<file path="src/rtl/serial_subtractor_pkg.sv">
// Shared definitions for the bit-serial arithmetic blocks: controller state
// encodings and the borrow / signed-overflow helpers.
package serial_subtractor_pkg;

   typedef enum logic [1:0] {
      ST_IDLE  = 2'd0,
      ST_SHIFT = 2'd1,
      ST_DONE  = 2'd2
   } state_e;

   // Borrow out of a single full-subtractor cell computing x - y - bin.
   function automatic logic fs_borrow(input logic x, input logic y, input logic bin);
      return (~x & y) | (~(x ^ y) & bin);
   endfunction

   // Signed overflow of a - b from the operand and result sign bits.
   function automatic logic sub_ovf(input logic a_msb, input logic b_msb, input logic d_msb);
      return (a_msb != b_msb) && (d_msb != a_msb);
   endfunction

endpackage

</file>
<file path="src/rtl/serial_subtractor_full_subtractor.sv">
// Single-bit full subtractor: d = x - y - bin, with borrow out.
module full_subtractor
   import serial_subtractor_pkg::*;
(
   input  logic x,
   input  logic y,
   input  logic bin,
   output logic d,
   output logic bout
);

   assign d    = x ^ y ^ bin;
   assign bout = fs_borrow(x, y, bin);

endmodule

</file>
<file path="src/rtl/serial_subtractor.sv">
// Bit-serial two's-complement subtractor: diff = a - b, one bit per clock,
// LSB first, with a start/done handshake and results held between operations.
module serial_subtractor
   import serial_subtractor_pkg::*;
#(
   parameter int unsigned WIDTH = 8
) (
   input  logic             clk,
   input  logic             rst,
   input  logic             start,
   input  logic [WIDTH-1:0] a,
   input  logic [WIDTH-1:0] b,
   output logic             busy,
   output logic             done,
   output logic [WIDTH-1:0] diff,
   output logic             borrow_out,
   output logic             ovf
);

   localparam int unsigned          CNT_W    = $clog2(WIDTH) + 1;
   localparam logic [CNT_W-1:0]     CNT_LAST = CNT_W'(WIDTH - 1);

   state_e             state_q;
   logic [WIDTH-1:0]   a_sr_q;
   logic [WIDTH-1:0]   b_sr_q;
   logic [WIDTH-2:0]   res_sr_q;
   logic               brw_q;
   logic [CNT_W-1:0]   cnt_q;
   logic               a_msb_q;
   logic               b_msb_q;
   logic               busy_q;
   logic               done_q;
   logic [WIDTH-1:0]   diff_q;
   logic               borrow_q;
   logic               ovf_q;

   logic               d_bit;
   logic               brw_d;
   logic [WIDTH-1:0]   res_d;

   full_subtractor u_fs (
      .x    (a_sr_q[0]),
      .y    (b_sr_q[0]),
      .bin  (brw_q),
      .d    (d_bit),
      .bout (brw_d)
   );

   // Partial result with the current bit shifted in at the MSB; on the last
   // bit this is the complete difference.
   assign res_d = {d_bit, res_sr_q};

   // Controller, operand/result shift registers and held result registers.
   always_ff @(posedge clk) begin
      if (rst) begin
         state_q  <= ST_IDLE;
         a_sr_q   <= '0;
         b_sr_q   <= '0;
         res_sr_q <= '0;
         brw_q    <= 1'b0;
         cnt_q    <= '0;
         a_msb_q  <= 1'b0;
         b_msb_q  <= 1'b0;
         busy_q   <= 1'b0;
         done_q   <= 1'b0;
         diff_q   <= '0;
         borrow_q <= 1'b0;
         ovf_q    <= 1'b0;
      end else begin
         done_q <= 1'b0;
         unique case (state_q)
            ST_IDLE, ST_DONE: begin
               if (start) begin
                  a_sr_q  <= a;
                  b_sr_q  <= b;
                  a_msb_q <= a[WIDTH-1];
                  b_msb_q <= b[WIDTH-1];
                  brw_q   <= 1'b0;
                  cnt_q   <= '0;
                  busy_q  <= 1'b1;
                  state_q <= ST_SHIFT;
               end else begin
                  busy_q  <= 1'b0;
                  state_q <= ST_IDLE;
               end
            end
            ST_SHIFT: begin
               a_sr_q   <= a_sr_q >> 1;
               b_sr_q   <= b_sr_q >> 1;
               res_sr_q <= res_d[WIDTH-1:1];
               brw_q    <= brw_d;
               cnt_q    <= cnt_q + 1'b1;
               if (cnt_q == CNT_LAST) begin
                  diff_q   <= res_d;
                  borrow_q <= brw_d;
                  ovf_q    <= sub_ovf(a_msb_q, b_msb_q, d_bit);
                  done_q   <= 1'b1;
                  busy_q   <= 1'b0;
                  state_q  <= ST_DONE;
               end
            end
            default: begin
               busy_q  <= 1'b0;
               state_q <= ST_IDLE;
            end
         endcase
      end
   end

   assign busy       = busy_q;
   assign done       = done_q;
   assign diff       = diff_q;
   assign borrow_out = borrow_q;
   assign ovf        = ovf_q;

endmodule

</file>
<file path="config.mk">
export PLATFORM = sky130hd
export DESIGN_NAME = serial_subtractor
export DESIGN_NICKNAME = d
export VERILOG_FILES = /design/src/rtl/serial_subtractor_pkg.sv /design/src/rtl/serial_subtractor_full_subtractor.sv /design/src/rtl/serial_subtractor.sv
export SDC_FILE = /design/constraint.sdc
export NUM_CORES = 1
export LEC_CHECK = 0
export CAP_MARGIN = 30
export CORE_AREA = 5 5 64 66
export CTS_CLUSTER_SIZE = 24
export DETAILED_ROUTE_END_ITERATION = 8
export DIE_AREA = 0 0 69 71
export PLACE_DENSITY = 0.91
export SYNTH_ARGS = -nofsm -noshare
export SYNTH_HDL_FRONTEND = slang
export SYNTH_SLANG_ARGS = --single-unit
export TNS_END_PERCENT = 50
</file>
<file path="constraint.sdc">
create_clock -name clk -period 4.3 [get_ports clk]
set_clock_uncertainty 0.15 [all_clocks]
set_input_delay 0.86 -clock clk [delete_from_list [all_inputs] [get_ports clk]]
set_output_delay 0.86 -clock clk [all_outputs]
set_load 0.01 [all_outputs]
</file>
---- Yosys cells after proc, flatten, opt, wreduce, memory -nomap -nowiden ----
Cells that the tools add are included.
word-level totals
  output and inout port bits .............. 12
  bits in registers ....................... 44
  logic and storage cells ................. 52
cells by class
  equal/unequal tests ..................... 7
  bitwise logic cells ..................... 8
  reductions and logical operators ........ 8
  add/subtract/negate cells ............... 1
  multiplexer cells ....................... 15
operators by type and width
  operator               number
  $pmux W8 S2            2
  $mux W8                2
  $pmux W4 S2            1
  $reduce_and A2 Y1      3
  $mux W1                5
  $add A4 B1 Y4 const B  1
  $eq A4 B3 Y1 const B   1
  $mux W4                1
  $ne A2 B2 Y1 const B   2
  $pmux W1 S2            2
  $pmux W2 S2            1
  $reduce_or A2 Y1       2
  $not A1 Y1             3
  $and A1 B1 Y1          2
  $eq A2 B1 Y1 const B   1
  $eq A2 B2 Y1 const B   1
  $logic_not A2 Y1       1
  $mux W2                1
  $ne A1 B1 Y1           2
  $reduce_bool A2 Y1     1
  $xor A1 B1 Y1          2
  $logic_and A1 B1 Y1    1
  $or A1 B1 Y1           1

---- Depth between registers and ports, before layout ----
  depth after elaboration ................. 5
  depth in mapped cells ................... 5

---- By module ----
A second synthesis with hierarchy kept.
unflattened totals
  cell total of the unflattened synthesis .. 201
  area, all modules ....................... 1765.4 µm²
by module, submodules not included
  module             instances  cells an instance  area each (µm²)
  serial_subtractor  1          197                1734.2
  full_subtractor    1          4                  31.3

---- Least setup slack after synthesis ----
No wires, ideal clock.
  path kind ............................... input port to flip-flop
  from .................................... in start
  to ...................................... reg b_sr_q[1]
  arrival time ............................ 1.521 ns
  setup time .............................. 0.132 ns
  required time ........................... 4.018 ns
  path buffers ............................ 2
  cell stages on the path ................. 5
  setup slack ............................. 2.497 ns
  cell sequence ........................... nor2b_1 -> buf_4 -> buf_2 -> a22oi_1 -> a21oi_1
on the way
  longest elaborated chain between the ends .. 2
RTL lines
  item                         line                     text
  start: declaration           serial_subtractor.sv:10  input logic start,
  $ne A2 B2 Y1 (no line)       n/a
  $reduce_and A2 Y1 (no line)  n/a
  end signal: assignment       serial_subtractor.sv:89  b_sr_q <= b_sr_q >> 1;
  end: declaration             serial_subtractor.sv:25  logic [WIDTH-1:0] b_sr_q;
No other way between the ends.
A chain may end at the register's enable or synchronous reset.

---- Worst setup path after layout ----
  from .................................... reg busy_q (netlist: busy)
  to ...................................... out busy
RTL lines
  item                      line                     text
  start: declaration        serial_subtractor.sv:31  logic busy_q;
  start signal: assignment  serial_subtractor.sv:64  busy_q <= 1'b0;
  start signal: assignment  serial_subtractor.sv:80  busy_q <= 1'b1;
  start signal: assignment  serial_subtractor.sv:83  busy_q <= 1'b0;
  end: declaration          serial_subtractor.sv:13  output logic busy,
No word-level cell between the ends.

==> impl_metrics.env <==
export IMPL_cp_top_family="buffers and inverters"
export IMPL_status="complete, no violations"
export IMPL_antenna_left=0
export IMPL_yosys_register_bits=44
export IMPL_required_ns=3.29
export IMPL_irDropWorstVdd_mv=0.255
export IMPL_antenna_found_initial=0
export IMPL_hold_buffers=0
export IMPL_crit_path_max_fanout=2
export IMPL_report_final_slew_viol_count=0
export IMPL_finalCritPeriodShare=0.530
export IMPL_slew_headroom=0.352
export IMPL_crit_path_end_kind="primary output"
export IMPL_io_buffers=30
export IMPL_routedWlPerCell_um=12.8
export IMPL_worstMarginPinSlew_ns=0.971
export IMPL_ys_seq_area_frac=0.485
export IMPL_final_area_um2=2170
export IMPL_row_count=22
export IMPL_synth_area_per_cell_um2=9.23
export IMPL_fillers=321
export IMPL_synth_cells=197
export IMPL_power_per_cell_area_nw_per_um2=334
export IMPL_htree_levels=2
export IMPL_vias=1460
export IMPL_finalPower_uw=725
export IMPL_n_antenna_cell=0
export IMPL_multiInputGateArea_um2=832
export IMPL_worst_slack_ns=2.02
export IMPL_drt_first_iter_violations=68
export IMPL_placed_area_um2=2110
export IMPL_timing_hold_ws_ns=0.323
export IMPL_start_util=0.516
export IMPL_numClockSinks=44
export IMPL_dieArea_um2=4900
export IMPL_tns_ns=0
export IMPL_place_ws_ns=1.88
export IMPL_area_delta_synth_final_pct=19.3
export IMPL_rsz0062_at_grt="false"
export IMPL_postCtsSetupRepairBufs=0
export IMPL_path_buf_inv=1
export IMPL_final_nets=243
export IMPL_synth_nets=218
export IMPL_core_area_um2=3520
export IMPL_grt_ovfl_total=0
export IMPL_ys_warn_count=0
export IMPL_yosysUniqueCellTypes=29
export IMPL_dp_hpwl_mm=2.27
export IMPL_cts_resized_gates=0
export IMPL_synth_area_um2=1820
export IMPL_hold_class="register to register"
export IMPL_first_pass_iters=4
export IMPL_cts_buffers=5
export IMPL_clk_latency_ns=0.35
export IMPL_path_cells="clkdlybuf4s50_1"
export IMPL_clock_fmax_mhz=439
export IMPL_critical_path_max_stage_delay_ns=0.55
export IMPL_wl_mm=3.47
export IMPL_ios=31
export IMPL_root_buffer="clkbuf_4"
export IMPL_cts_tree="built"
export IMPL_drive_above_1_share=0.0717
export IMPL_die_h_um=71
export IMPL_crit_type="register to primary output"
export IMPL_regArea_um2=881
export IMPL_arrival_ns=1.27
export IMPL_power_leakage_uw=0.000715
export IMPL_min_period_ns=2.28
export IMPL_place_gp_congestion=0.742
export IMPL_drc_errors=0
export IMPL_die_x_um=69
export IMPL_grt_max_degree=34
export IMPL_clk_pin_slew_worst_paths_ns=0.12
export IMPL_finalSetupViolCount=0
export IMPL_gr_usage_all_layers=0.145
export IMPL_via_per_inst=5.39
export IMPL_grt_pass1_wl_mm=5.82
export IMPL_cap_violations=0
export IMPL_grt_pass1_vias=1329
export IMPL_final_hold_viol_count=0
export IMPL_clockBufferDepth=2
export IMPL_startpoint_type="register"
export IMPL_crit_path_top_delay_cell="clkdlybuf4s50_1"
-- per-layer routing --
metal / part of all wire / track usage
met1: 0.42 / 0.159
met5: 0 / 0
met2: 0.50 / 0.256
met4: 0.018 / 0.0651
met3: 0.062 / 0.0469
-- per-stage QoR --
step                utilization  std cells
finish                    0.616        271
global route              0.616        271
CTS                       0.616        271
detailed placement        0.599        263
global placement          0.599        263
floorplan                     -        197
-- flip-flops by register name, indices dropped and copies added, names as in the netlist --
| name | cells |
|---|---|
| a_sr_q | 8 |
| b_sr_q | 8 |
| diff | 8 |
| res_sr_q | 7 |
| cnt_q | 4 |
| state_q | 2 |
| a_msb_q | 1 |
| b_msb_q | 1 |
| borrow_out | 1 |
| brw_q | 1 |
| busy | 1 |
| done | 1 |
| ovf | 1 |
-- tightest hold or removal path, cell delays in order, from the launching register on --
cell and delay, ns:
dfxtp_1 0.33, nand3_1 0.06, a21oi_1 0.05
-- power breakdown --
group          leakage, uW  switching [uW]  internal, uW  total (uW)
sequential        0.000358            9.09           423         432
combinational     0.000325            46.8          39.9        86.7
clock            0.0000326             125          80.8         206
-- worst paths after layout --
kind	end	start	cells after the start	slack (ns)
min	a_sr_q[1]$_SDFFE_PP0P_	a_sr_q[1]$_SDFFE_PP0P_	2	0.32
max reg2reg	cnt_q[3]$_SDFFE_PP0P_	state_q[0]$_SDFFE_PP0P_	3	2.39
min reg2reg	a_sr_q[1]$_SDFFE_PP0P_	a_sr_q[1]$_SDFFE_PP0P_	2	0.32
max	busy	busy$_SDFFE_PP0P_	1	2.02
-- layout by cell type (no fill, tap or decap), types with 2 or more instances in the layout --
| cell type | netlist | layout |
|---|---|---|
| a211oi_2 | 2 | 2 |
| clkbuf_4 | 0 | 5 |
| mux2i_1 | 8 | 8 |
| nor3_1 | 2 | 2 |
| a21oi_1 | 33 | 33 |
| dfxtp_1 | 44 | 44 |
| nand2_1 | 19 | 19 |
| clkbuf_1 | 2 | 2 |
| buf_4 | 3 | 4 |
| nor2_1 | 3 | 3 |
| nand3_1 | 20 | 20 |
| clkdlybuf4s50_1 | 0 | 30 |
| nand2b_1 | 20 | 20 |
| a22oi_1 | 14 | 14 |
| inv_1 | 2 | 2 |
-- cells in the mapped netlist --
cell,number,area share
o21ba_1,1,0.0055
buf_6,2,0.012
nor2b_1,1,0.0034
ha_1,1,0.0069
buf_2,9,0.025
inv_1,2,0.0041
or3_1,1,0.0034
clkbuf_1,2,0.0041
mux2i_1,8,0.044
nand2b_1,20,0.069
buf_4,3,0.012
fa_1,1,0.011
nand3_1,20,0.055
a211oi_2,2,0.014
nor2_4,1,0.0062
a22oi_1,14,0.058
nor2_1,3,0.0062
nand4_1,1,0.0034
and2b_1,1,0.0041
mux2_2,1,0.0062
o21ai_0,1,0.0028
nor3_1,2,0.0055
nand3b_2,1,0.0062
nor3b_1,1,0.0041
a21oi_1,33,0.091
nand2_1,19,0.039
dfxtp_1,44,0.48
and3b_1,1,0.0048
mux2_4,1,0.0083
-- cell families after synthesis --
kind of cell	share of synthesized area
DFF	0.485
muxes	0.0585
AOI/OAI and AO/OA	0.171
and+or+nand+nor	0.211
buffers and inverters	0.0578
adders and majority gates	0.0179
-- cell type report --
cell class	instances	area share
flip-flops and latches	44	0.406
well taps	48	0.0277
clock buffers	8	0.0271
multi-input cells	135	0.384
inverters	2	0.00346
repair buffers	34	0.152
Power figures use the tool's default switching activity.
